==> config.mk <==
export PLATFORM = sky130hd
export DESIGN_NAME = mc_controller
export DESIGN_NICKNAME = d
export VERILOG_FILES = /design/src/rtl/mc_pkg.sv /design/src/rtl/mc_controller_alu_decoder.sv /design/src/rtl/mc_controller.sv
export SDC_FILE = /design/constraint.sdc
export NUM_CORES = 1
export LEC_CHECK = 0
export CAP_MARGIN = 40
export CORE_ASPECT_RATIO = 0.7
export CORE_MARGIN = 2
export CORE_UTILIZATION = 42
export CTS_CLUSTER_DIAMETER = 150
export DETAILED_ROUTE_END_ITERATION = 16
export PLACE_DENSITY = 0.74
export SETUP_SLACK_MARGIN = 0.5
export SLEW_MARGIN = 30
export SYNTH_ARGS = -nofsm -noshare
export SYNTH_HDL_FRONTEND = slang
export SYNTH_SLANG_ARGS = --single-unit
==> constraint.sdc <==
create_clock -name clk -period 2.4 [get_ports clk]
set_clock_uncertainty 0.15 [all_clocks]
set_input_delay 0.48 -clock clk [delete_from_list [all_inputs] [get_ports clk]]
set_output_delay 0.48 -clock clk [all_outputs]
set_load 0.005 [all_outputs]
==> src/rtl/mc_pkg.sv <==
// mc_pkg: shared types and encodings for the multi-cycle control unit.
// States, opcodes, ALU codes and datapath select encodings.
package mc_pkg;

  typedef enum logic [3:0] {
    S_FETCH,
    S_DECODE,
    S_MEM_ADR,
    S_MEM_RD,
    S_MEM_WB,
    S_MEM_WR,
    S_EXEC_R,
    S_EXEC_I,
    S_ALU_WB,
    S_BRANCH,
    S_JAL,
    S_JALR,
    S_JALR_PC,
    S_LUI,
    S_TRAP
  } state_t;

  localparam logic [6:0] OP_LW   = 7'b0000011;
  localparam logic [6:0] OP_SW   = 7'b0100011;
  localparam logic [6:0] OP_R    = 7'b0110011;
  localparam logic [6:0] OP_I    = 7'b0010011;
  localparam logic [6:0] OP_BR   = 7'b1100011;
  localparam logic [6:0] OP_JAL  = 7'b1101111;
  localparam logic [6:0] OP_JALR = 7'b1100111;
  localparam logic [6:0] OP_LUI  = 7'b0110111;

  localparam logic [6:0] F7_ALT = 7'b0100000;

  localparam logic [2:0] ALU_ADD = 3'b000;
  localparam logic [2:0] ALU_SUB = 3'b001;
  localparam logic [2:0] ALU_AND = 3'b010;
  localparam logic [2:0] ALU_OR  = 3'b011;
  localparam logic [2:0] ALU_XOR = 3'b100;
  localparam logic [2:0] ALU_SLT = 3'b101;

  localparam logic [2:0] IMM_I = 3'b000;
  localparam logic [2:0] IMM_S = 3'b001;
  localparam logic [2:0] IMM_B = 3'b010;
  localparam logic [2:0] IMM_J = 3'b011;
  localparam logic [2:0] IMM_U = 3'b100;

  localparam logic [1:0] SA_PC  = 2'b00;
  localparam logic [1:0] SA_OLD = 2'b01;
  localparam logic [1:0] SA_RS1 = 2'b10;

  localparam logic [1:0] SB_RS2 = 2'b00;
  localparam logic [1:0] SB_IMM = 2'b01;
  localparam logic [1:0] SB_4   = 2'b10;

  localparam logic [1:0] RS_ALUOUT = 2'b00;
  localparam logic [1:0] RS_MDR    = 2'b01;
  localparam logic [1:0] RS_ALU    = 2'b10;
  localparam logic [1:0] RS_IMM    = 2'b11;

  typedef struct packed {
    logic       mem_req;
    logic       mem_wr;
    logic       adr_src;
    logic       ir_wr;
    logic       pc_wr;
    logic       reg_wr;
    logic [1:0] src_a;
    logic [1:0] src_b;
    logic [2:0] alu;
    logic [2:0] imm;
    logic [1:0] res;
    logic       illegal;
  } ctrl_t;

endpackage

==> src/rtl/mc_controller_alu_decoder.sv <==
// alu_decoder: funct3/funct7 to ALU operation for R and I types.
// Subtract is only reachable from the register-register form.
module alu_decoder
  import mc_pkg::*;
(
  input  logic       i_is_r,
  input  logic [2:0] i_f3,
  input  logic [6:0] i_f7,
  output logic [2:0] o_alu_ctrl
);

  // map funct3 to an ALU code; funct7 only selects sub on R-type
  always_comb begin
    o_alu_ctrl = ALU_ADD;
    case (i_f3)
      3'b000:  o_alu_ctrl = (i_is_r && i_f7 == F7_ALT) ? ALU_SUB : ALU_ADD;
      3'b111:  o_alu_ctrl = ALU_AND;
      3'b110:  o_alu_ctrl = ALU_OR;
      3'b100:  o_alu_ctrl = ALU_XOR;
      3'b010:  o_alu_ctrl = ALU_SLT;
      default: o_alu_ctrl = ALU_ADD;
    endcase
  end

endmodule

==> src/rtl/mc_controller.sv <==
// mc_controller: multi-cycle control FSM with unified memory port,
// watchdog on memory waits, sticky trap and retired-instruction count.
module mc_controller
  import mc_pkg::*;
#(
  parameter int BRANCH_EXT = 1,
  parameter int TIMEOUT    = 0,
  parameter int CNT_W      = 32
) (
  input  logic             clk,
  input  logic             rst,
  input  logic [6:0]       op,
  input  logic [2:0]       f3,
  input  logic [6:0]       f7,
  input  logic             zero,
  input  logic             sign,
  input  logic             mem_ready,
  output logic             mem_req,
  output logic             mem_wr,
  output logic             adr_src,
  output logic             ir_wr,
  output logic             pc_wr,
  output logic             reg_wr,
  output logic [1:0]       alu_src_a,
  output logic [1:0]       alu_src_b,
  output logic [2:0]       alu_ctrl,
  output logic [2:0]       imm_src,
  output logic [1:0]       result_src,
  output logic             illegal,
  output logic [CNT_W-1:0] instret
);

  localparam logic [31:0] WD_LIM =
    (TIMEOUT > 0) ? 32'(TIMEOUT - 1) : 32'd0;

  state_t           r_state;
  state_t           w_next;
  logic [31:0]      r_wd;
  logic [CNT_W-1:0] r_instret;
  ctrl_t            w_c;
  ctrl_t            w_o;
  logic [2:0]       w_dec_alu;
  logic             w_is_ld;
  logic             w_br_ok;
  logic             w_taken;
  logic             w_wait;
  logic             w_wd_hit;

  alu_decoder u_dec (
    .i_is_r     (r_state == S_EXEC_R),
    .i_f3       (f3),
    .i_f7       (f7),
    .o_alu_ctrl (w_dec_alu)
  );

  assign w_is_ld = (op == OP_LW);
  assign w_br_ok = (f3 == 3'b000) || (f3 == 3'b001) ||
    ((BRANCH_EXT != 0) && (f3 == 3'b100 || f3 == 3'b101));
  assign w_wait  = w_c.mem_req && !mem_ready;
  assign w_wd_hit = (TIMEOUT > 0) && w_wait && (r_wd >= WD_LIM);

  // branch condition from the ALU flags of rs1-rs2
  always_comb begin
    w_taken = 1'b0;
    case (f3)
      3'b000:  w_taken = zero;
      3'b001:  w_taken = !zero;
      3'b100:  w_taken = sign;
      3'b101:  w_taken = !sign;
      default: w_taken = 1'b0;
    endcase
  end

  // next-state selection; watchdog expiry overrides everything
  always_comb begin
    w_next = r_state;
    case (r_state)
      S_FETCH:   if (mem_ready) w_next = S_DECODE;
      S_DECODE: begin
        case (op)
          OP_LW, OP_SW: w_next = S_MEM_ADR;
          OP_R:         w_next = S_EXEC_R;
          OP_I:         w_next = S_EXEC_I;
          OP_BR:        w_next = w_br_ok ? S_BRANCH : S_TRAP;
          OP_JAL:       w_next = S_JAL;
          OP_JALR:      w_next = S_JALR;
          OP_LUI:       w_next = S_LUI;
          default:      w_next = S_TRAP;
        endcase
      end
      S_MEM_ADR: w_next = w_is_ld ? S_MEM_RD : S_MEM_WR;
      S_MEM_RD:  if (mem_ready) w_next = S_MEM_WB;
      S_MEM_WR:  if (mem_ready) w_next = S_FETCH;
      S_MEM_WB, S_ALU_WB, S_BRANCH, S_LUI: w_next = S_FETCH;
      S_EXEC_R, S_EXEC_I, S_JAL, S_JALR_PC: w_next = S_ALU_WB;
      S_JALR:    w_next = S_JALR_PC;
      S_TRAP:    w_next = S_TRAP;
      default:   w_next = S_TRAP;
    endcase
    if (w_wd_hit) w_next = S_TRAP;
  end

  // datapath controls decoded from state; fetch and branch pc_wr are Mealy
  always_comb begin
    w_c = '0;
    case (r_state)
      S_FETCH: begin
        w_c.mem_req = 1'b1;
        w_c.src_a   = SA_PC;
        w_c.src_b   = SB_4;
        w_c.res     = RS_ALU;
        w_c.ir_wr   = mem_ready;
        w_c.pc_wr   = mem_ready;
      end
      S_DECODE: begin
        w_c.src_a = SA_OLD;
        w_c.src_b = SB_IMM;
        w_c.imm   = (op == OP_SW)  ? IMM_S :
                    (op == OP_BR)  ? IMM_B :
                    (op == OP_JAL) ? IMM_J :
                    (op == OP_LUI) ? IMM_U : IMM_I;
      end
      S_MEM_ADR: begin
        w_c.src_a = SA_RS1;
        w_c.src_b = SB_IMM;
        w_c.imm   = w_is_ld ? IMM_I : IMM_S;
      end
      S_MEM_RD: begin
        w_c.mem_req = 1'b1;
        w_c.adr_src = 1'b1;
      end
      S_MEM_WB: begin
        w_c.res    = RS_MDR;
        w_c.reg_wr = 1'b1;
      end
      S_MEM_WR: begin
        w_c.mem_req = 1'b1;
        w_c.mem_wr  = 1'b1;
        w_c.adr_src = 1'b1;
      end
      S_EXEC_R: begin
        w_c.src_a = SA_RS1;
        w_c.src_b = SB_RS2;
        w_c.alu   = w_dec_alu;
      end
      S_EXEC_I: begin
        w_c.src_a = SA_RS1;
        w_c.src_b = SB_IMM;
        w_c.imm   = IMM_I;
        w_c.alu   = w_dec_alu;
      end
      S_ALU_WB: begin
        w_c.res    = RS_ALUOUT;
        w_c.reg_wr = 1'b1;
      end
      S_BRANCH: begin
        w_c.src_a = SA_RS1;
        w_c.src_b = SB_RS2;
        w_c.alu   = ALU_SUB;
        w_c.imm   = IMM_B;
        w_c.res   = RS_ALUOUT;
        w_c.pc_wr = w_taken;
      end
      S_JAL, S_JALR_PC: begin
        w_c.src_a = SA_OLD;
        w_c.src_b = SB_4;
        w_c.res   = RS_ALUOUT;
        w_c.pc_wr = 1'b1;
      end
      S_JALR: begin
        w_c.src_a = SA_RS1;
        w_c.src_b = SB_IMM;
        w_c.imm   = IMM_I;
      end
      S_LUI: begin
        w_c.res    = RS_IMM;
        w_c.imm    = IMM_U;
        w_c.reg_wr = 1'b1;
      end
      S_TRAP:  w_c.illegal = 1'b1;
      default: w_c = '0;
    endcase
  end

  // state, watchdog and retire counter
  always_ff @(posedge clk or posedge rst) begin
    if (rst) begin
      r_state   <= S_FETCH;
      r_wd      <= '0;
      r_instret <= '0;
    end else begin
      r_state <= w_next;
      r_wd    <= (w_wait && w_next == r_state) ? r_wd + 32'd1 : 32'd0;
      if (r_state != S_FETCH && w_next == S_FETCH)
        r_instret <= r_instret + CNT_W'(1);
    end
  end

  assign w_o        = rst ? '0 : w_c;
  assign mem_req    = w_o.mem_req;
  assign mem_wr     = w_o.mem_wr;
  assign adr_src    = w_o.adr_src;
  assign ir_wr      = w_o.ir_wr;
  assign pc_wr      = w_o.pc_wr;
  assign reg_wr     = w_o.reg_wr;
  assign alu_src_a  = w_o.src_a;
  assign alu_src_b  = w_o.src_b;
  assign alu_ctrl   = w_o.alu;
  assign imm_src    = w_o.imm;
  assign result_src = w_o.res;
  assign illegal    = w_o.illegal;
  assign instret    = rst ? '0 : r_instret;

endmodule

Word-level counts from Yosys, hierarchy flattened
Index checks and enable logic that the tools add are counted.

Reductions and logical operators: 21. Add/sub/neg operators: 1. Equal/unequal tests: 29. Multiplexer cells: 28.

Operator list (number): 32-bit by 1-bit adder with 32-bit output (second input constant) (1); 32-bit two-way mux (1); 4-bit case mux with 8 select lines (1); 4-bit equality test (second input constant) (7); 7-bit by 6-bit equality test with 1-bit output (second input constant) (4); 4-bit case mux with 7 select lines (1); 7-bit equality test (second input constant) (3); 4-bit case mux with 5 select lines (1); 19-bit two-way mux (1); 3-bit two-way mux (6); 4-bit by 3-bit equality test with 1-bit output (second input constant) (4); 3-bit case mux with 5 select lines (1); 3-bit equality test (second input constant) (4); 4-bit two-way mux (3); 3-bit case mux with 4 select lines (1); 2-bit OR reduction (5); 3-bit OR reduction (3); 4-bit by 2-bit equality test with 1-bit output (second input constant) (2); 4-bit logical NOT (2); 1-bit two-way mux (8); 4-bit OR reduction (2); 7-bit by 2-bit equality test with 1-bit output (second input constant) (1); 7-bit by 5-bit equality test with 1-bit output (second input constant) (1); 2-bit case mux with 3 select lines (1); 11 further kinds (15).

Output and inout bits: 51. Input bits: 22. Word-level logic and storage cells: 81. Bits in registers: 36.

Depth between registers and ports, before layout
Depth after elaboration: 8. Gate-level depth with buffers: 8. Depth with buffers taken out: 7.

By module
A second synthesis with hierarchy kept.

Cells, all modules: 307. Area total of the unflattened synthesis: 2602.5 µm².

By module, submodules not included: mc_controller (instances 1, area an instance 2541.2 µm², cells each 299); alu_decoder (instances 1, area an instance 61.3 µm², cells each 8).

Worst setup path after synthesis
OpenSTA, ideal clock, no wires.

Kind: register to register. Start: register r_state[1]. End: register r_instret[1]. Arrival: 2.054 ns. Library setup time: 0.127 ns. Stages on the path, launching flop included: 7. Path slack: 0.069 ns. Path through: dfrtp_1 > or4b_4 > a2111oi_4 > nor4_4 > nand4_4 > buf_6 > mux2_1.

Word-level cells in the longest chain between the ends: 5. Elaborated cells on any way between the ends: 23. Those cells by class: 13 x eq/ne; 4 x mux; 6 x reduce/logical.

Ends and longest elaborated chain: start: declaration (RTL line mc_controller.sv:36) `state_t r_state;`; start signal: assignment (RTL line mc_controller.sv:192) `r_state <= w_next;`; 4-bit by 3-bit equality test with 1-bit output or 4-bit equality test (tied branches) (RTL line mc_controller.sv:77) `case (r_state)`; 4-bit OR reduction (RTL line mc_controller.sv:77); 4-bit case mux with 8 select lines (RTL line mc_controller.sv:77); 4-bit logical NOT (RTL line mc_controller.sv:194) `if (r_state != S_FETCH && w_next == S_FETCH)`; 1-bit logical AND * (RTL line mc_controller.sv:194); end signal: assignment (RTL line mc_controller.sv:195) `r_instret <= r_instret + CNT_W'(1);`; end: declaration (RTL line mc_controller.sv:39) `logic [CNT_W-1:0] r_instret;`.

Every way passes the cells marked *; elsewhere a longest branch is shown, timed or not. A chain may end at the register's enable or synchronous reset.

Worst setup path after layout
Start: register r_state[3]. End: register r_instret[11].

Same word-level chain as after synthesis.

==> impl_metrics.tcl <==
set metrics [dict create \
    outcome "finished, violations left" \
    violations "negative setup slack" \
    worst-path-buf-inv 4 \
    die_w_um 98.83 \
    critPathMaxStageDelay_ns 0.46 \
    cp-end-kind "flip-flop" \
    avgSynthCellArea_um2 8.474 \
    final_common_cell "buf_4" \
    first_global_vias 2937 \
    setup_viol_count_final 36 \
    crit_slowest_cell "dfrtp_2" \
    ant_nets 0 \
    grt_max_degree 33 \
    worst_pin_slew_ns 0.4209 \
    initial_core_util_pct 42.95 \
    async_reset_ff_share_pct 100.0 \
    post_drt_wl_per_cell_um 19.49 \
    timing.final.crit_share_pct 108.0 \
    dp.final_hpwl_um 5661 \
    max_freq_ghz 0.3858 \
    routed_via_density 5.856 \
    switchingPower_mw 1.802 \
    holdBufCountCts 0 \
    netlist_instances 312 \
    worstPathRequired_ns 2.45 \
    htree_levels 2 \
    switching_share_pct 41.19 \
    worstPathArrival_ns 2.64 \
    cts_sinks 36 \
    ys_ff_latch 36 \
    power_frac_clock_pct 13.0 \
    drt_wl_total_um 10660 \
    place.gp.congestion 0.8988 \
    syn_nets 335 \
    ir_drop_v 0.0004610 \
    cp_common_cell "buf_6" \
    power.density_nw_per_um2 913.2 \
    vias 3203 \
    intPower_mw 2.573 \
    n_antenna_cell 0 \
    drc 0 \
    antenna_found_initial 0 \
    grt_setup_unrepaired "yes" \
    synth_warnings 0 \
    fin_nets 491 \
    synthFlopType "dfrtp_1" \
    filler_cell_count 359 \
    core-area_um2 6156 \
    p_seq_share_pct 18.6 \
    cts_buffers 5 \
    placed_area_um2 3867 \
    cp_max_fo 17 \
    port_buffers 72 \
    clk_path_buf_depth 2 \
    hold_viol_final 0 \
    combinationalPowerShare_pct 68.4 \
    drv_slew 0 \
    insertion_delay_ns 0.30 \
    synth_cell_types 55 \
    gr-total-overflow 0 \
    clockRootBuffer "clkbuf_8" \
    grt_pass1_wl_um 14770 \
    final_area_um2 4791 \
    fp.dieH_um 70.38 \
    critPathTopFamily "simple AND/OR/NAND/NOR gates" \
    crit_type "reg -> reg" \
    io_pins 73 \
    grt_usage_pct 26.44 \
    hold_path.class "in -> async" \
    power.leakage_nw 2.296 \
    tritoncts "done" \
    area_delta_synth_final_pct 81.21 \
    layout_common_cells "buf_4 (55), dlygate4sd2_1 (34), dfrtp_1 (34), buf_6 (30)" \
    drive_gt1_share_pct 47.12 \
    cap_violations 0 \
    finalCriticalPeriod_ns 2.592 \
    dr.pass1.iters 5 \
    start_kind "flip-flop" \
    clk_pin_slew_ns 0.09 \
    post-place-ws_ns -0.5930 \
    setup_slack_ns -0.1919 \
    syn_area_um2 2644 \
    seq_area_frac_synth_pct 34.07 \
    synth_edf_count 0 \
    rows 24 \
    slew_headroom_pct 71.94 \
    dieArea_um2 6956 \
    drt_iter0_drc 305 \
    path_cells "buf_6, or2_4, buf_6, buf_4, o2bb2ai_2, nor2_1, nand4_4, buf_12, nor3_1, xor2_1" \
]
==> area by class of cell <==
type                            instances  area, um^2  share of cell area, %
Sequential cell                        36       903.4                  18.86
Clock buffer                            5       68.82                  1.436
Multi-Input combinational cell        250        2152                  44.92
Clock inverter                          3       46.29                 0.9663
Tap cell                               78       97.59                  2.037
Inverter                                9       33.78                 0.7051
Timing Repair Buffer                  166        1489                  31.08
==> cell families after synthesis <==
group           synth area share, %
compound gates                9.893
xor+xnor                      12.26
fa+ha+maj                    0.4732
buf+inv                       4.496
flops                         34.07
mux                           1.562
simple gates                  37.25
==> worst min-delay path, stage by stage <==
cell	delay, ns
buf_16	0.15
bufbuf_16	0.29
inv_1	0.17
==> worst paths after layout <==
kind                          startpoint            end  slack [ns]  cells past startpoint
setup reg to reg              r_state[3]  r_instret[11]       -0.19                     10
setup / recovery              r_state[3]  r_instret[11]       -0.19                     10
hold reg to reg            r_instret[31]  r_instret[31]        0.33                      1
hold / removal                       rst     r_state[0]        0.27                      3
min in group clk           r_instret[31]  r_instret[31]        0.33                      1
max in group asynchronous            rst  r_instret[19]        1.14                      4
==> power by group through the flow <==
stage | clock, mW | combinational, mW | sequential (mW)
after floorplan | 0 | 1.09 | 0.778
after global placement | 0 | 1.77 | 0.782
after detailed placement | 0 | 1.80 | 0.788
after CTS | 0.551 | 2.30 | 0.787
after global routing | 0.603 | 3.14 | 0.821
final | 0.567 | 2.99 | 0.814
==> registers in the layout (all words and copies together) (netlist names) <==
name / cells
r_instret: 32
r_state: 4
==> repair_timing <==
action | in CTS | in global routing
gates cloned | 1 | 2
gates resized for setup | 208 | 86
pin swaps | 32 | 25
setup buffers | 21 | 16
endpoints found under the setup margin | 86 | 64
==> synth_stat cells (2+ instances only) <==
cell type   n  area [um^2]
dfrtp_1    36        900.9
nor2_1     36        135.1
nor2b_1    34        212.7
xor2_1     27        236.5
nand2_1    21        78.83
nor3_1     20        100.1
a21oi_1    12        60.06
nand2b_1   11        68.82
nand3_1    11        55.05
xnor2_1    10        87.58
inv_1       9        33.78
clkbuf_1    8        30.03
nand4_1     7        43.79
nor4b_1     6        52.55
and3_1      5        31.28
buf_2       5        25.02
nor4_1      4        25.02
and4_1      3        26.28
mux2i_1     3        30.03
o21ai_0     3        15.01
a311oi_1    2        17.52
buf_1       2        7.510
buf_6       2        22.52
nand3b_1    2        15.01
nor3_2      2        20.02
o22a_1      2        17.52
==> metal layers <==
layer | wire length [um] | part of all wire (%) | track usage [%] | vias up
li1 | - | - | - | 1402
met1 | 4503 | 42 | 35.28 | 1581
met2 | 5139 | 48 | 44.37 | 181
met3 | 691 | 6.5 | 4.905 | 39
met4 | 328 | 3.1 | 6.849 | 0
met5 | 0 | 0 | 0 | -
==> metrics by stage <==
step / std cells / hold slack, ns / util, % / setup TNS, ns / power, mW
CTS: 529 / 0.2636 / 71.02 / -0.4467 / 3.636
global placement: 499 / 0.3019 / 62.83 / -14.10 / 2.547
detailed placement: 499 / 0.3246 / 62.83 / -17.01 / 2.585
global route: 547 / 0.2869 / 77.83 / -4.894 / 4.559
floorplan: 312 / 0.2841 / - / 0 / 1.864
finish: 547 / 0.2740 / 77.83 / -2.907 / 4.375
(Power assumes the default switching activity.)
